## config.mk

```make
export PLATFORM = sky130hd
export DESIGN_NAME = mdio_frame
export DESIGN_NICKNAME = d
export VERILOG_FILES = /design/src/rtl/mdio_frame.sv
export SDC_FILE = /design/constraint.sdc
export NUM_CORES = 1
export LEC_CHECK = 0
export ABC_AREA = 1
export CORE_ASPECT_RATIO = 1.25
export CORE_MARGIN = 2
export CORE_UTILIZATION = 56
export DETAILED_ROUTE_END_ITERATION = 8
export PLACE_DENSITY = 0.8
export SYNTH_ARGS = -nofsm -noshare
export SYNTH_HDL_FRONTEND = slang
export SYNTH_SLANG_ARGS = --single-unit
```

## constraint.sdc

```tcl
create_clock -name clk -period 2.3 [get_ports clk]
set_input_delay 0.46 -clock clk [delete_from_list [all_inputs] [get_ports clk]]
set_output_delay 0.46 -clock clk [all_outputs]
set_load 0.01 [all_outputs]
```

## src/rtl/mdio_frame.sv

```systemverilog
// Clause 22 MDIO management-frame engine. Consumes the per-bit strobe and
// sampled bit from the pin stage. It decodes the frame fields and turns each
// frame into a request on a simple register bus. Read data is serialised back
// through mdo/mdo_valid.
module mdio_frame #(
    parameter logic [4:0] PHYAD    = 5'd0,
    parameter int         PREAMBLE = 32
) (
    input  logic        clk,
    input  logic        rst_n,
    input  logic        ce,
    input  logic        mdi,
    output logic        mdo,
    output logic        mdo_valid,
    output logic [4:0]  reg_addr,
    output logic [15:0] reg_data_write,
    output logic        reg_read,
    output logic        reg_write,
    input  logic        reg_ack,
    input  logic [15:0] reg_data_read
);

    localparam logic [5:0] PRE_MAX = 6'(PREAMBLE);

    typedef enum logic [2:0] {
        S_IDLE, S_ST, S_OP, S_PHY, S_REG, S_TA, S_DATA
    } state_t;

    state_t      state_q, state_d;
    logic [5:0]  pre_cnt_q, pre_cnt_d;
    logic [4:0]  bit_cnt_q, bit_cnt_d;
    logic [15:0] shift_q, shift_d;      // OP/PHYAD/REGAD/DATA bits, MSB first
    logic [4:0]  regad_q, regad_d;      // REGAD of the frame being decoded
    logic        is_read_q, is_read_d;
    logic        acked_q, acked_d;      // read data arrived in time to drive
    logic [15:0] rd_data_q, rd_data_d;  // read data, shifted out MSB first
    logic [4:0]  reg_addr_q, reg_addr_d;
    logic [15:0] reg_data_write_q, reg_data_write_d;
    logic        reg_read_q, reg_read_d;
    logic        reg_write_q, reg_write_d;
    logic        mdo_q, mdo_d;
    logic        mdo_valid_q, mdo_valid_d;
    logic [15:0] shifted;
    logic        ack_in_time;

    assign shifted = {shift_q[14:0], mdi};
    // An ack counts for driving only if it lands before the data phase.
    assign ack_in_time = reg_ack && reg_read_q && (state_q != S_DATA);

    // State and output registers; reset clears everything.
    always_ff @(posedge clk or negedge rst_n) begin
        if (!rst_n) begin
            state_q          <= S_IDLE;
            pre_cnt_q        <= '0;
            bit_cnt_q        <= '0;
            shift_q          <= '0;
            regad_q          <= '0;
            is_read_q        <= 1'b0;
            acked_q          <= 1'b0;
            rd_data_q        <= '0;
            reg_addr_q       <= '0;
            reg_data_write_q <= '0;
            reg_read_q       <= 1'b0;
            reg_write_q      <= 1'b0;
            mdo_q            <= 1'b0;
            mdo_valid_q      <= 1'b0;
        end else begin
            state_q          <= state_d;
            pre_cnt_q        <= pre_cnt_d;
            bit_cnt_q        <= bit_cnt_d;
            shift_q          <= shift_d;
            regad_q          <= regad_d;
            is_read_q        <= is_read_d;
            acked_q          <= acked_d;
            rd_data_q        <= rd_data_d;
            reg_addr_q       <= reg_addr_d;
            reg_data_write_q <= reg_data_write_d;
            reg_read_q       <= reg_read_d;
            reg_write_q      <= reg_write_d;
            mdo_q            <= mdo_d;
            mdo_valid_q      <= mdo_valid_d;
        end
    end

    // Bus handshake every cycle, frame decoding on ce cycles only.
    always_comb begin
        state_d          = state_q;
        pre_cnt_d        = pre_cnt_q;
        bit_cnt_d        = bit_cnt_q;
        shift_d          = shift_q;
        regad_d          = regad_q;
        is_read_d        = is_read_q;
        acked_d          = acked_q;
        rd_data_d        = rd_data_q;
        reg_addr_d       = reg_addr_q;
        reg_data_write_d = reg_data_write_q;
        reg_read_d       = reg_read_q;
        reg_write_d      = reg_write_q;
        mdo_d            = mdo_q;
        mdo_valid_d      = mdo_valid_q;

        if (reg_ack && reg_write_q) begin
            reg_write_d = 1'b0;
        end
        if (reg_ack && reg_read_q) begin
            reg_read_d = 1'b0;
            if (ack_in_time) begin
                rd_data_d = reg_data_read;
                acked_d   = 1'b1;
            end
        end

        if (ce) begin
            case (state_q)
                S_IDLE: begin
                    if (mdi) begin
                        if (pre_cnt_q != PRE_MAX) pre_cnt_d = pre_cnt_q + 6'd1;
                    end else if (pre_cnt_q == PRE_MAX) begin
                        state_d   = S_ST;
                        pre_cnt_d = '0;
                    end else begin
                        pre_cnt_d = '0;
                    end
                end
                S_ST: begin
                    bit_cnt_d = '0;
                    state_d   = mdi ? S_OP : S_IDLE;
                end
                S_OP: begin
                    shift_d   = shifted;
                    bit_cnt_d = bit_cnt_q + 5'd1;
                    if (bit_cnt_q == 5'd1) begin
                        bit_cnt_d = '0;
                        state_d   = S_PHY;
                        if (shifted[1:0] == 2'b10)      is_read_d = 1'b1;
                        else if (shifted[1:0] == 2'b01) is_read_d = 1'b0;
                        else                            state_d   = S_IDLE;
                    end
                end
                S_PHY: begin
                    shift_d   = shifted;
                    bit_cnt_d = bit_cnt_q + 5'd1;
                    if (bit_cnt_q == 5'd4) begin
                        bit_cnt_d = '0;
                        state_d   = (shifted[4:0] == PHYAD) ? S_REG : S_IDLE;
                    end
                end
                S_REG: begin
                    shift_d   = shifted;
                    bit_cnt_d = bit_cnt_q + 5'd1;
                    if (bit_cnt_q == 5'd4) begin
                        bit_cnt_d = '0;
                        regad_d   = shifted[4:0];
                        state_d   = S_TA;
                        acked_d   = 1'b0;
                        // A write still waiting for its ack keeps the bus.
                        if (is_read_q && !reg_write_q) begin
                            reg_read_d = 1'b1;
                            reg_addr_d = shifted[4:0];
                        end
                    end
                end
                S_TA: begin
                    bit_cnt_d = bit_cnt_q + 5'd1;
                    if (bit_cnt_q == 5'd1) begin
                        bit_cnt_d = '0;
                        state_d   = S_DATA;
                        if (is_read_q && (acked_q || ack_in_time)) begin
                            mdo_valid_d = 1'b1;
                            mdo_d       = 1'b0;
                        end
                    end
                end
                S_DATA: begin
                    shift_d   = shifted;
                    bit_cnt_d = bit_cnt_q + 5'd1;
                    if (is_read_q) begin
                        if (bit_cnt_q != 5'd16) begin
                            mdo_d     = mdo_valid_q & rd_data_q[15];
                            rd_data_d = {rd_data_q[14:0], 1'b0};
                        end else begin
                            // One extra ce releases the line and ends the frame.
                            mdo_valid_d = 1'b0;
                            mdo_d       = 1'b0;
                            reg_read_d  = 1'b0;
                            bit_cnt_d   = '0;
                            state_d     = S_IDLE;
                        end
                    end else if (bit_cnt_q == 5'd15) begin
                        bit_cnt_d = '0;
                        state_d   = S_IDLE;
                        if (!reg_write_q && !reg_read_q) begin
                            reg_write_d      = 1'b1;
                            reg_addr_d       = regad_q;
                            reg_data_write_d = shifted;
                        end
                    end
                end
                default: state_d = S_IDLE;
            endcase
        end
    end

    assign mdo            = mdo_q;
    assign mdo_valid      = mdo_valid_q;
    assign reg_addr       = reg_addr_q;
    assign reg_data_write = reg_data_write_q;
    assign reg_read       = reg_read_q;
    assign reg_write      = reg_write_q;

endmodule

```

==> results of run 1 <==
==> synth_stat cells, drive strengths merged <==
library cell and number:
or2 2, inv 51, nand3 53, o211ai 2
clkbuf 5, dfrtp 77, o21a 11, o21ai 56
o21bai 1, nor4 1, xor2 3, nand2 165
buf 15, nand4 7, nor3 3, ha 9
a21oi 7, nor2 23
==> worst max-delay path, stage by stage, from the launching register on <==
cell	delay [ns]
dfrtp_1	0.40
buf_4	0.16
inv_1	0.11
ha_1	0.18
nand2_1	0.05
inv_1	0.06
nand2_2	0.11
nand2_2	0.10
nor2_4	0.05
nand2_2	0.37
nand3_1	0.13
o21a_1	0.14
==> sequential cells by signal, summed over array words and instances, names as in the netlist <==
name            cells
reg_data_write     16
mdo                 1
reg_write           1
state_q             3
pre_cnt_q           6
rd_data_q          16
is_read_q           1
mdo_valid           1
acked_q             1
bit_cnt_q           5
reg_read            1
reg_addr            5
shift_q            15
regad_q             5
==> where the power goes <==
| group | total, mW | internal (mW) | switching [mW] |
|---|---|---|---|
| sequential | 1.78 | 1.56 | 0.217 |
| clock | 1.17 | 0.629 | 0.542 |
| combinational | 1.01 | 0.369 | 0.639 |
==> logic make-up (layout without fill, tap and decap cells) <==
kind of cell / Yosys count / in the layout / synth area share [%]
XOR/XNOR: 3 / 3 / 0.6717
AND/OR/NAND/NOR: 254 / 254 / 28.33
adder cells (fa/ha/maj): 9 / 9 / 2.878
flip-flops: 77 / 77 / 49.25
AO/OA/AOI/OAI: 77 / 77 / 10.75
buffers and inverters: 71 / 119 / 8.123
==> per-stage QoR <==
stage	util [%]	hold slack [ns]	std cells	setup WS [ns]
2_1_floorplan	-	0.1644	491	0.5342
5_1_grt	67.99	0.003626	629	0.1308
4_1_cts	67.99	0.001751	629	0.3039
3_5_place_dp	64.69	0.3771	613	0.2998
6_report	67.99	-0.001883	629	0.3085
3_3_place_gp	64.69	0.3775	613	0.3538
==> how the worst max path moves through the flow <==
stage / end / cells past startpoint / slack, ns / start
2_1_floorplan: reg_data_write[0]$_DFFE_PN0P_ / 11 / 0.53 / bit_cnt_q[0]$_DFFE_PN0P_
3_3_place_gp: is_read_q$_DFFE_PN0P_ / 7 / 0.35 / mdi
3_5_place_dp: is_read_q$_DFFE_PN0P_ / 7 / 0.30 / mdi
4_1_cts: rd_data_q[5]$_DFF_PN0_ / 11 / 0.30 / bit_cnt_q[0]$_DFFE_PN0P_
5_1_grt: rd_data_q[5]$_DFF_PN0_ / 11 / 0.13 / bit_cnt_q[0]$_DFFE_PN0P_
6_report: rd_data_q[5]$_DFF_PN0_ / 11 / 0.31 / bit_cnt_q[0]$_DFFE_PN0P_
==> area by class of cell <==
class	count	area [sq um]
Timing Repair Buffer	52	525.5
Clock buffer	9	123.9
Sequential cell	77	1927
Clock inverter	7	102.6
Fill cell	560	2192
Multi-Input combinational cell	343	1672
Tap cell	90	112.6
Inverter	51	193.9
==> per-layer routing <==
layer  vias to the layer above  share of wire, %  global-route usage [%]
met3                        11               3.9                   3.717
met2                        77                50                   37.21
met4                         0               1.4                   8.637
met5                         -                 0                       0
li1                       1666                 -                       -
met1                      1600                45                   29.26
==> metrics.md, run 1 <==
| Metric | Value |
|---|---|
| Diode insertion count for antenna repair | 0 |
| VDD IR max | 0.6300 mV |
| Number of instances in the synthesized netlist | 491 |
| Type of origin of the critical path | flip-flop |
| Failing checks | negative hold slack |
| Total design power | 3.957 mW |
| Critical path capture point type | flip-flop |
| Maximum fanout count along the critical path | 29 |
| Wire length reported by the detailed router | 7927 um |
| Number of nets in the final layout | 564 |
| Clock-pin slew on the worst setup and hold paths | 0.08 ns |
| Clock Root Buffer | clkbuf_8 |
| Final setup violation count | 0 |
| Post-synthesis area per instance | 7.968 sq um |
| Highest achievable clock rate | 502.1 MHz |
| Total number of H-tree levels | 3 |
| Wire length of the first global-routing pass | 13910 um |
| Average wire per cell in the routed design | 12.60 um |
| Cts-stage hold buffer count | 0 |
| Most frequent cells in the layout | nand2_1 (157), dfrtp_1 (77), nand3_1 (51), o21ai_0 (50), inv_1 (46) |
| Run status | finished with violations |
| Width of the chip | 78.76 um |
| Worst clock skew | 0.009715 ns |
| Final Hold Vio Count | 2 |
| Antenna violations before repair | 0 |
| Initial Util | 57.12% |
| Area share of the largest cell type after synthesis | 49.25% |
| Worst Tran Pin Value | 0.4749 ns |
| RSZ-0062 raised after global routing | false |
| PD cells | 849.8 nW/um^2 |
| Library cell occupying the most area in the post-synthesis netlist | dfrtp_1 |
| Post-route design area | 4657 sq um |
| Via/cell ratio | 5.332 |
| Commonest non-fill, non-tap cell in the layout | nand2_1 |
| Data arrival time of the worst path | 2.22 ns |
| All-layer global routing usage | 22.42% |
| Pin count of the biggest net entering global routing | 57 |
| Share of cells above drive strength 1 | 8.534% |
| Io pins | 46 |
| Half-perimeter wire length of the detailed placement result | 5467 um |
| Post-route setup TNS | 0 ns |
| Total clock buffers created by CTS | 9 |
| Placed cell areas | 4431 sq um |
| Weighted congestion at the end of routability-driven global placement | 0.8702 |
| Total leakage power | 2.278 nW |
| Clk_lat worst skew | 0.35 ns |
| Overall via count from detail_route | 3354 |
| Via count of the first global-routing pass | 3191 |
| Biggest area contributors in the synthesized netlist | dfrtp_1 (49%), nand2_1 (15%), nand3_1 (6.5%) |
| Area growth from synthesis to layout | 19.03% |
| Slack of the worst reg-to-reg path | 0.31 ns |
| Number of standard-cell rows in the floorplan | 34 |
| Net count of the mapped netlist | 521 |
| Antenna viol nets, final | 0 |
| Clock sink count | 77 |
| Number of buffer cells added on primary ports | 45 |
| Number of buffers inserted by post-CTS setup repair | 0 |
| Post-synth cell types | 30 |
| Critical register-to-register path startpoint | bit_cnt_q[0]$_DFFE_PN0P_ |
| Cells on worst reg2reg path | 11 |
| Post-Syn Area | 3913 sq um |
| Class of the most critical setup path | reg2reg |
| Final-report max-slew violation count | 0 |
| Hold WC Path Type | in2async |
| TritonCTS clock tree | built |
| Resize count post-CTS | 0 |
| Number of violations of the max-capacitance limit | 0 |
| Worst reg2reg path endpoint | rd_data_q[5]$_DFF_PN0_ |
| Number of synthesized register bits | 77 |
| Fraction of the cycle the final worst path needs | 86.59% |
| Relative slew slack | 68.23% |
| Number of DRC markers after the initial detailed-route iteration | 201 |
| Number of detailed-routing iterations run before antenna repair | 5 |
| Sequential share of the synthesized area | 49.25% |
| Hold slack | -0.001883 ns |
| Buffer depth of the longest clock path | 2 |
| Overflow after GRT | 0 |
| Min Clock Period, post-route | 1.991 ns |
| Total DRC errors in the routed layout | 0 |
| Warnings from Yosys | 0 |
| Core footprint | 6849 sq um |
| Die Outline Area | 7675 sq um |
| Die height | 97.45 um |
| Required time of the critical path | 2.53 ns |
Power figures use the tool's default switching activity.
==> run 2: changes to the inputs <==
--- a/config.mk
+++ b/config.mk
@@ -10,6 +10,7 @@
 export CORE_MARGIN = 2
 export CORE_UTILIZATION = 56
 export DETAILED_ROUTE_END_ITERATION = 8
+export GPL_ROUTABILITY_DRIVEN = 1
 export PLACE_DENSITY = 0.8
 export SYNTH_ARGS = -nofsm -noshare
 export SYNTH_HDL_FRONTEND = slang
==> results of run 2 <==
No change in the layout: final DEF, timing and power equal those of run 1.
